==> src/rtl/vscpu_mem_responder.sv <==
// vscpu_mem_responder: arbitrates CPU word requests and host Wishbone
// requests onto one single-port SRAM with a configurable read latency.
module vscpu_mem_responder #(
  parameter int DEPTH   = 1024,
  parameter int SRAM_AW = 10,
  parameter int RD_LAT  = 1
) (
  input  logic               clk,
  input  logic               rst,
  // CPU side
  input  logic               mem_ctrl_req,
  input  logic               mem_ctrl_we,
  input  logic [13:0]        mem_ctrl_addr,
  input  logic [31:0]        mem_ctrl_in,
  output logic [31:0]        mem_ctrl_out,
  output logic               mem_ctrl_vld,
  // Host Wishbone side
  input  logic               wb_cyc_i,
  input  logic               wb_stb_i,
  input  logic               wb_we_i,
  input  logic [3:0]         wb_sel_i,
  input  logic [13:0]        wb_adr_i,
  input  logic [31:0]        wb_dat_i,
  output logic [31:0]        wb_dat_o,
  output logic               wb_ack_o,
  // SRAM port
  output logic               sram_csb0,
  output logic               sram_web0,
  output logic [3:0]         sram_wmask0,
  output logic [SRAM_AW-1:0] sram_addr0,
  output logic [31:0]        sram_din0,
  input  logic [31:0]        sram_dout0,
  output logic               busy
);

  typedef enum logic [1:0] {ST_IDLE, ST_ISSUE, ST_WAIT, ST_RESP} state_t;

  localparam logic [14:0] LP_DEPTH    = 15'(DEPTH);
  localparam logic [1:0]  LP_LAT_LAST = 2'(RD_LAT - 1);

  state_t      r_state;
  logic        r_cpu_armed;
  logic        r_host_armed;
  logic        r_host_gnt;
  logic        r_we;
  logic        r_oor;
  logic [1:0]  r_lat_cnt;

  logic        w_host_req;
  logic        w_cpu_pend;
  logic        w_host_pend;
  logic        w_sel_we;
  logic [13:0] w_sel_addr;
  logic [31:0] w_sel_din;
  logic [3:0]  w_sel_mask;
  logic        w_sel_oor;

  assign w_host_req  = wb_cyc_i & wb_stb_i;
  assign w_cpu_pend  = mem_ctrl_req & r_cpu_armed;
  assign w_host_pend = w_host_req & r_host_armed;

  // Host has priority, so the selected request is the host one whenever it is pending
  assign w_sel_we   = w_host_pend ? wb_we_i  : mem_ctrl_we;
  assign w_sel_addr = w_host_pend ? wb_adr_i : mem_ctrl_addr;
  assign w_sel_din  = w_host_pend ? wb_dat_i : mem_ctrl_in;
  assign w_sel_mask = w_host_pend ? wb_sel_i : 4'hF;
  assign w_sel_oor  = ({1'b0, w_sel_addr} >= LP_DEPTH);

  assign busy = (r_state != ST_IDLE);

  // Arbitration, SRAM sequencing, response pulses and re-arm tracking
  always_ff @(posedge clk) begin
    if (rst) begin
      r_state      <= ST_IDLE;
      r_cpu_armed  <= 1'b1;
      r_host_armed <= 1'b1;
      r_host_gnt   <= 1'b0;
      r_we         <= 1'b0;
      r_oor        <= 1'b0;
      r_lat_cnt    <= '0;
      mem_ctrl_vld <= 1'b0;
      wb_ack_o     <= 1'b0;
      mem_ctrl_out <= '0;
      wb_dat_o     <= '0;
      sram_csb0    <= 1'b1;
      sram_web0    <= 1'b1;
      sram_wmask0  <= '0;
      sram_addr0   <= '0;
      sram_din0    <= '0;
    end else begin
      mem_ctrl_vld <= 1'b0;
      wb_ack_o     <= 1'b0;
      if (!mem_ctrl_req) r_cpu_armed  <= 1'b1;
      if (!w_host_req)   r_host_armed <= 1'b1;

      case (r_state)
        ST_IDLE: begin
          if (w_host_pend || w_cpu_pend) begin
            r_host_gnt <= w_host_pend;
            r_we       <= w_sel_we;
            r_oor      <= w_sel_oor;
            // The SRAM port registers double as the address/data latch
            if (!w_sel_oor) begin
              sram_csb0   <= 1'b0;
              sram_web0   <= ~w_sel_we;
              sram_wmask0 <= w_sel_mask;
              sram_addr0  <= w_sel_addr[SRAM_AW-1:0];
              sram_din0   <= w_sel_din;
            end
            r_state <= ST_ISSUE;
          end
        end

        ST_ISSUE: begin
          sram_csb0   <= 1'b1;
          sram_web0   <= 1'b1;
          sram_wmask0 <= '0;
          r_lat_cnt   <= '0;
          if (!r_oor && !r_we) begin
            r_state <= ST_WAIT;
          end else begin
            r_state <= ST_RESP;
            if (r_host_gnt) wb_ack_o     <= 1'b1;
            else            mem_ctrl_vld <= 1'b1;
            if (!r_we) begin
              if (r_host_gnt) wb_dat_o     <= '0;
              else            mem_ctrl_out <= '0;
            end
          end
        end

        ST_WAIT: begin
          if (r_lat_cnt == LP_LAT_LAST) begin
            r_state <= ST_RESP;
            if (r_host_gnt) begin
              wb_ack_o <= 1'b1;
              wb_dat_o <= sram_dout0;
            end else begin
              mem_ctrl_vld <= 1'b1;
              mem_ctrl_out <= sram_dout0;
            end
          end else begin
            r_lat_cnt <= r_lat_cnt + 2'd1;
          end
        end

        ST_RESP: begin
          r_state <= ST_IDLE;
          // A request already dropped by now keeps its source armed
          if (r_host_gnt) begin
            if (w_host_req) r_host_armed <= 1'b0;
          end else begin
            if (mem_ctrl_req) r_cpu_armed <= 1'b0;
          end
        end

        default: r_state <= ST_IDLE;
      endcase
    end
  end

endmodule

==> config.mk <==
export PLATFORM = sky130hd
export DESIGN_NAME = vscpu_mem_responder
export DESIGN_NICKNAME = d
export VERILOG_FILES = /design/src/rtl/vscpu_mem_responder.sv
export SDC_FILE = /design/constraint.sdc
export NUM_CORES = 1
export LEC_CHECK = 0
export ABC_AREA = 1
export BUFFER_PORTS_ARGS = -buffer_cell sky130_fd_sc_hd__buf_4
export CORE_ASPECT_RATIO = 0.5
export CORE_MARGIN = 3
export CORE_UTILIZATION = 45
export DETAILED_ROUTE_END_ITERATION = 10
export GPL_TIMING_DRIVEN = 0
export PLACE_DENSITY = 0.86
export SLEW_MARGIN = 5
export SYNTH_ARGS = -nofsm -noshare
export SYNTH_HDL_FRONTEND = slang
export SYNTH_SLANG_ARGS = --single-unit
==> constraint.sdc <==
create_clock -name clk -period 1.9 [get_ports clk]
set_input_delay 0.38 -clock clk [delete_from_list [all_inputs] [get_ports clk]]
set_output_delay 0.38 -clock clk [all_outputs]
set_load 0.05 [all_outputs]
==> flow_summary.yaml, run 1 <==
outcome:
  outcome: "finished clean"
placed_design:
  gp_congestion: 0.8490
  dp.cells: 1161
  portBuffers: 249
  placed_cell_area_mm2: 0.007383
  dp_hpwl_um: 12720
pwr:
  power.share.switching_pct: 43.10
  power_density_mw_per_mm2: 1367
  p_clk_share_pct: 27.6
  vdd_drop_max_uv: 664.5
  power.switching_mw: 4.695
  p_leak_nw: 3.967
  p_comb_share_pct: 42.2
  seq_power_share_pct: 30.2
  p_int_mw: 6.198
clock_network:
  htree_levels: 4
  cts_tree: "yes"
  clk_latency_ns: 0.42
  cts.sinks: 123
  cts_buffers: 17
  clk_pin_slew_worst_paths_ns: 0.06
  cts-root-buf: "clkbuf_16"
  cts_buffer_depth: 2
  cts_hold_buffers: 0
detailed_routing:
  wl_per_cell_um: 14.59
  detail_route.vias_per_cell: 4.906
  wl_um: 17430
  antenna_left: 0
  vias: 5863
  drc: 0
  dr.pass1.iters: 5
  drt_iter0_markers: 384
cells_and_area:
  stdcell_count: 1195
  final_nets: 1163
  drive_above_1_share_pct: 33.30
  antennaDiodeCount: 0
  fill_cells: 929
  utilization_pct: 70.82
  multi_input_area_mm2: 0.002395
  fin_area_mm2: 0.007966
  regArea_mm2: 0.002466
  syn_to_final_growth_pct: 49.88
floorplanning:
  io-pin-count: 250
  start_util_pct: 47.25
  die-area_mm2: 0.01323
  die_h_um: 82.85
  row_count: 27
  core-area_mm2: 0.01125
  die_x_um: 159.7
sta:
  tightest_slew_ns: 0.6587
  rsz0062_at_grt: "yes"
  hold_viol: 0
  fmax_mhz: 548.6
  period_share_pct: 95.93
  max-slew-margin-rel_pct: 56.09
  final-setup-viol-count: 0
  clock_skew_ns: 0.01294
  finalMaxSlewViolations: 0
  period_needed_ns: 1.823
hold_path:
  hp-class: "primary input to flip-flop"
worst_setup_path:
  endpoint_kind: "flip-flop"
  path_buf_inv: 4
  slowest_stage: "dfxtp_4"
  cp.arrival_ns: 2.17
  path_cells: "inv_1, ha_1, buf_6, inv_2, nor2_4, nor2_4, nand3_4, buf_4, or2_2, a21oi_1"
  crit_family: "simple AND/OR/NAND/NOR gates"
  crit_path_max_fanout: 10
  criticalPathCategory: "flip-flop to flip-flop"
  crit_top_cell: "nor2_4"
  slowest_delay_ns: 0.36
  cp-start-kind: "flip-flop"
  cp.required_ns: 2.25
synth:
  ys_types: 28
  synth-seq-cells: 123
  synth_nets: 893
  yosysSeqAreaShare_pct: 46.33
  syn_area_mm2: 0.005315
  netlist.area_leader.share_pct: 46.33
  yosysWarnings: 0
  syn_inst: 753
  yosys-top-cells-area: "dfxtp_1, nand2_1, o21ai_0"
  syn_avg_cell_area_um2: 7.059
  synth_top_cell_by_area: "dfxtp_1"
global_route:
  grt_start_max_net_pins: 17
  track_usage_pct: 25.94
  grt_pass1_vias: 5771
  antenna_found_initial: 0
  grt_overflow_total: 0
  grt_pass1_wl_um: 27980
run:
  max_cap_violations: 0
==> cell usage in the layout (no fill, tap or decap), types with 5 or more instances in the layout <==
master	synthesis	final
nand2_2	8	8
or2_2	5	5
clkinv_4	0	5
o21ai_0	98	95
buf_2	18	14
ha_1	5	5
clkbuf_1	18	17
a21oi_1	55	55
nor2_1	112	112
inv_1	48	48
clkbuf_16	0	17
buf_4	6	260
nand2_1	214	214
a21oi_2	5	5
dfxtp_1	123	122
inv_6	0	6
nand3_1	11	11
==> worst register-to-register path: stages, from the launching register on <==
cell and delay (ns):
dfxtp_4 0.36, inv_1 0.06, ha_1 0.21, buf_6 0.15, inv_2 0.07, nor2_4 0.04, nor2_4 0.14, nand3_4 0.16
buf_4 0.19, or2_2 0.26, a21oi_1 0.12
==> cell usage after synthesis <==
library cell and n:
nor2_2 1, buf_4 6, o211ai_1 1, nor2_1 112
buf_6 4, dfxtp_1 123, a211oi_1 2, nor3_1 1
o21ai_0 98, inv_1 48, ha_1 5, a21oi_1 55
or2_2 5, nor2_4 4, a21oi_2 5, o21ai_2 1
or2_0 3, nand3_4 2, nand3_1 11, nand3_2 1
inv_2 4, nand4_1 1, buf_8 1, nand2_1 214
buf_2 18, o21ai_1 1, clkbuf_1 18, nand2_2 8
==> cell type report <==
class | instances | area share (%)
Sequential cell | 123 | 30.96
Multi-Input combinational cell | 531 | 30.06
Timing Repair Buffer | 251 | 23.65
Clock buffer | 19 | 5.560
Buffer | 47 | 3.487
Tap cell | 159 | 2.497
Inverter | 52 | 2.450
Clock inverter | 13 | 1.335
==> sequential cells by signal (all words and copies together), names as in the netlist, 2 cells and up <==
signal,cells
mem_ctrl_out,32
sram_wmask0,4
wb_dat_o,32
sram_din0,32
r_state,2
r_lat_cnt,2
sram_addr0,10
==> routing by layer <==
layer / track usage, % / part of all wire (%) / vias up
met5: 0 / 0 / -
met4: 8.340 / 2.3 / 0
met3: 9.865 / 8.8 / 38
met2: 45.41 / 48 / 225
met1: 29.36 / 41 / 2675
li1: - / - / 2925
==> power groups by stage <==
| stage | Clock (mW) | Combinational, mW | Sequential (mW) |
|---|---|---|---|
| floorplan | 0 | 1.67 | 4.72 |
| global placement | 0 | 4.43 | 3.31 |
| detailed placement | 0 | 4.51 | 3.32 |
| CTS | 3.04 | 4.53 | 3.28 |
| global route | 3.19 | 4.95 | 3.34 |
| finish | 3.01 | 4.59 | 3.29 |
==> final timing paths <==
check / startpoint / to / slack, ns / depth (start not counted)
worst max-delay path: r_state[0] / mem_ctrl_out[4] / 0.08 / 10
worst min-delay path: mem_ctrl_req / r_cpu_armed / 0.17 / 2
worst max register to register: r_state[0] / mem_ctrl_out[4] / 0.08 / 10
worst min register to register: mem_ctrl_out[25] / mem_ctrl_out[25] / 0.45 / 2
==> metrics by stage <==
step                TNS (ns)  setup WS [ns]  hold WS [ns]  power (mW)
finish                     0        0.07732        0.1734       10.89
global route        -0.01950       -0.01119        0.1568       11.48
CTS                        0       0.001616        0.1626       10.85
detailed placement   -0.2028       -0.03695        0.4396       7.832
global placement    -0.02209       -0.01116        0.4338       7.746
floorplan                  0         0.2321        0.4489       6.385
==> kinds of logic (layout without fill, tap and decap cells) <==
logic type / Yosys count / in the layout / share of synthesized area (%)
simple gates: 363 / 363 / 27.97
compound gates: 163 / 163 / 15.91
flops: 123 / 123 / 46.33
buf+inv: 99 / 382 / 8.615
fa+ha+maj: 5 / 5 / 1.177
==> timing repair <==
item | CTS | global route
setup endpoints to repair | 12 | 61
cloned | 0 | 0
setup buffers | 0 | 2
resized for setup | 3 | 12
No activity file was read; power rests on OpenSTA's default activity.
==> inputs of run 2 (changes only) <==
ABC_AREA = not set   (was 1)
PLACE_DENSITY = 0.85   (was 0.86)
==> flow_summary.yaml, run 2 <==
outcome:
  outcome: "finished clean"
detailed_routing:
  antenna_left: 0
  dr.pass1.iters: 5
  drc: 0
  wl_per_cell_um: 17.01
  wl_um: 17460
  vias: 5545
  drt_iter0_markers: 305
  detail_route.vias_per_cell: 5.404
worst_setup_path:
  reg2reg_depth: 7
  cp-start-kind: "flip-flop"
  endpoint_kind: "flip-flop"
  criticalPathCategory: "flip-flop to flip-flop"
  cp.arrival_ns: 2.15
  r2r-start: "r_state[1]"
  crit_path_max_fanout: 10
  reg2reg_slack_ns: 0.02
  cp.required_ns: 2.16
  timing.rr.end: "wb_dat_o[16]"
clock_network:
  cts-root-buf: "clkbuf_16"
  cts_tree: "yes"
  cts_buffer_depth: 2
  clk_pin_slew_worst_paths_ns: 0.06
  cts.sinks: 123
  clk_latency_ns: 0.41
  cts_buffers: 17
  htree_levels: 4
  cts_hold_buffers: 0
sta:
  timing.hold.ws_ns: 0.1742
  max-slew-margin-rel_pct: 64.86
  tightest_slew_ns: 0.5139
  period_needed_ns: 1.884
  finalMaxSlewViolations: 0
  hold_viol: 0
  period_share_pct: 99.17
  setup_ws_ns: 0.01583
  rsz0062_at_grt: "yes"
  fmax_mhz: 530.7
  clock_skew_ns: 0.01398
  final-setup-viol-count: 0
pwr:
  vdd_drop_max_uv: 710.7
  totalPowerFinal_mw: 9.401
  power_density_mw_per_mm2: 1131
  p_leak_nw: 4.141
floorplanning:
  start_util_pct: 47.77
  core-area_mm2: 0.01138
  die_x_um: 161.5
  die_h_um: 83.74
  io-pin-count: 250
  row_count: 27
  die-area_mm2: 0.01352
cells_and_area:
  antennaDiodeCount: 0
  syn_to_final_growth_pct: 52.89
  drive_above_1_share_pct: 40.37
  utilization_pct: 73.04
  layout_common_cells: "buf_4, dfxtp_1, nand3_1"
  fill_cells: 846
  largestRegisters: "mem_ctrl_out: 32 flops, sram_din0: 32 flops, wb_dat_o: 32 flops"
  final_nets: 994
  fin_area_mm2: 0.008315
  layout_commonest_cell: "buf_4"
synth:
  ys.flop_type: "dfxtp_1"
  yosysWarnings: 0
  syn_inst: 577
  syn_area_mm2: 0.005439
  ys_types: 35
  synth-seq-cells: 123
  netlist.area_leader.share_pct: 45.27
  synth_nets: 717
  yosysSeqAreaShare_pct: 45.27
  synth_top_cell_by_area: "dfxtp_1"
  synth.most_common_cell: "dfxtp_1"
  synth-edff-count: 0
  synth_commonest_cells: "dfxtp_1, nand3_1, a21oi_1, nand2_1, mux2i_1"
  yosys-top-cells-area: "dfxtp_1, mux2i_1, o211a_1"
  async_flop_share_pct: 0
  syn_avg_cell_area_um2: 9.426
global_route:
  grt_use_met1_pct: 30.28
  grt_overflow_total: 0
  use_met3_pct: 6.640
  grt_pass1_vias: 5562
  grt_pass1_wl_um: 27860
  grt_start_max_net_pins: 17
  antenna_found_initial: 0
  track_usage_pct: 25.17
  gr-usage-met2_pct: 44.65
  busiest_layer: "met2"
placed_design:
  gp_congestion: 0.8317
  dp_hpwl_um: 12730
  placed_cell_area_mm2: 0.007518
  portBuffers: 249
  dp_slack_ns: -0.3292
hold_path:
  min_delay_path_depth: 2
  min_to: "r_cpu_armed"
  hp-class: "primary input to flip-flop"
  hp-start: "mem_ctrl_req"
run:
  max_cap_violations: 0
## run 2: per-layer routing
metal	part of all wire [%]	wire, µm
met5	0	0
met3	6.6	1145
met2	50	8710
met4	1.8	317
met1	42	7283
## run 2: power by group
group / internal (mW) / total [mW] / switching, mW
Sequential: 2.75 / 2.87 / 0.115
Clock: 2.11 / 3.35 / 1.24
Combinational: 1.26 / 3.18 / 1.92
Total: 6.12 / 9.40 / 3.28
## run 2: worst max-delay path, stage by stage, from the launching register on
cell and delay (ns):
dfxtp_4 0.38, inv_1 0.08, ha_2 0.21, buf_6 0.15, a2111o_2 0.56, clkbuf_16 0.21, nand2_1 0.08, a21oi_1 0.07
## run 2: cell type report
| type | count | area, µm² | area share (%) |
|---|---|---|---|
| multi-input combinational | 384 | 2580 | 31.03 |
| clock inverter | 13 | 165.2 | 1.986 |
| clock buffer | 19 | 442.9 | 5.327 |
| tap | 159 | 198.9 | 2.392 |
| sequential | 123 | 2467 | 29.67 |
| inverter | 11 | 45.04 | 0.5417 |
| timing repair buffer | 259 | 1962 | 23.59 |
| buffer | 58 | 454.2 | 5.462 |
## run 2: cell families after synthesis
kind of cell / share of synthesized area [%]
AO/OA/AOI/OAI: 23.97
AND/OR/NAND/NOR: 13.16
flip-flops: 45.27
buffers and inverters: 8.166
multiplexers: 8.282
adder cells (fa/ha/maj): 1.150
## run 2: repair_timing
| item | in CTS | in global routing |
|---|---|---|
| buffers inserted | 5 | 3 |
| pin swaps | 4 | 3 |
| cloned | 1 | 1 |
| gates resized for setup | 24 | 11 |
| endpoints found under the hold margin | 0 | 0 |
| setup endpoints to repair | 102 | 89 |
## run 2: worst max-delay path by stage
stage	from	slack, ns	to	cells after the start
2_1_floorplan	r_state[0]	0.02	sram_addr0[0]	8
3_3_place_gp	r_state[0]	-0.24	mem_ctrl_out[17]	7
3_5_place_dp	r_state[0]	-0.33	mem_ctrl_out[20]	7
4_1_cts	r_state[0]	0.02	wb_dat_o[31]	8
5_1_grt	r_state[1]	-0.02	wb_dat_o[22]	7
6_report	r_state[1]	0.02	wb_dat_o[16]	7
## run 2: per-stage QoR
stage | instances | setup TNS, ns
after floorplan | 577 | 0
after CTS | 1023 | 0
after global routing | 1026 | -0.06124
after global placement | 985 | -15.15
final | 1026 | 0
after detailed placement | 985 | -19.31
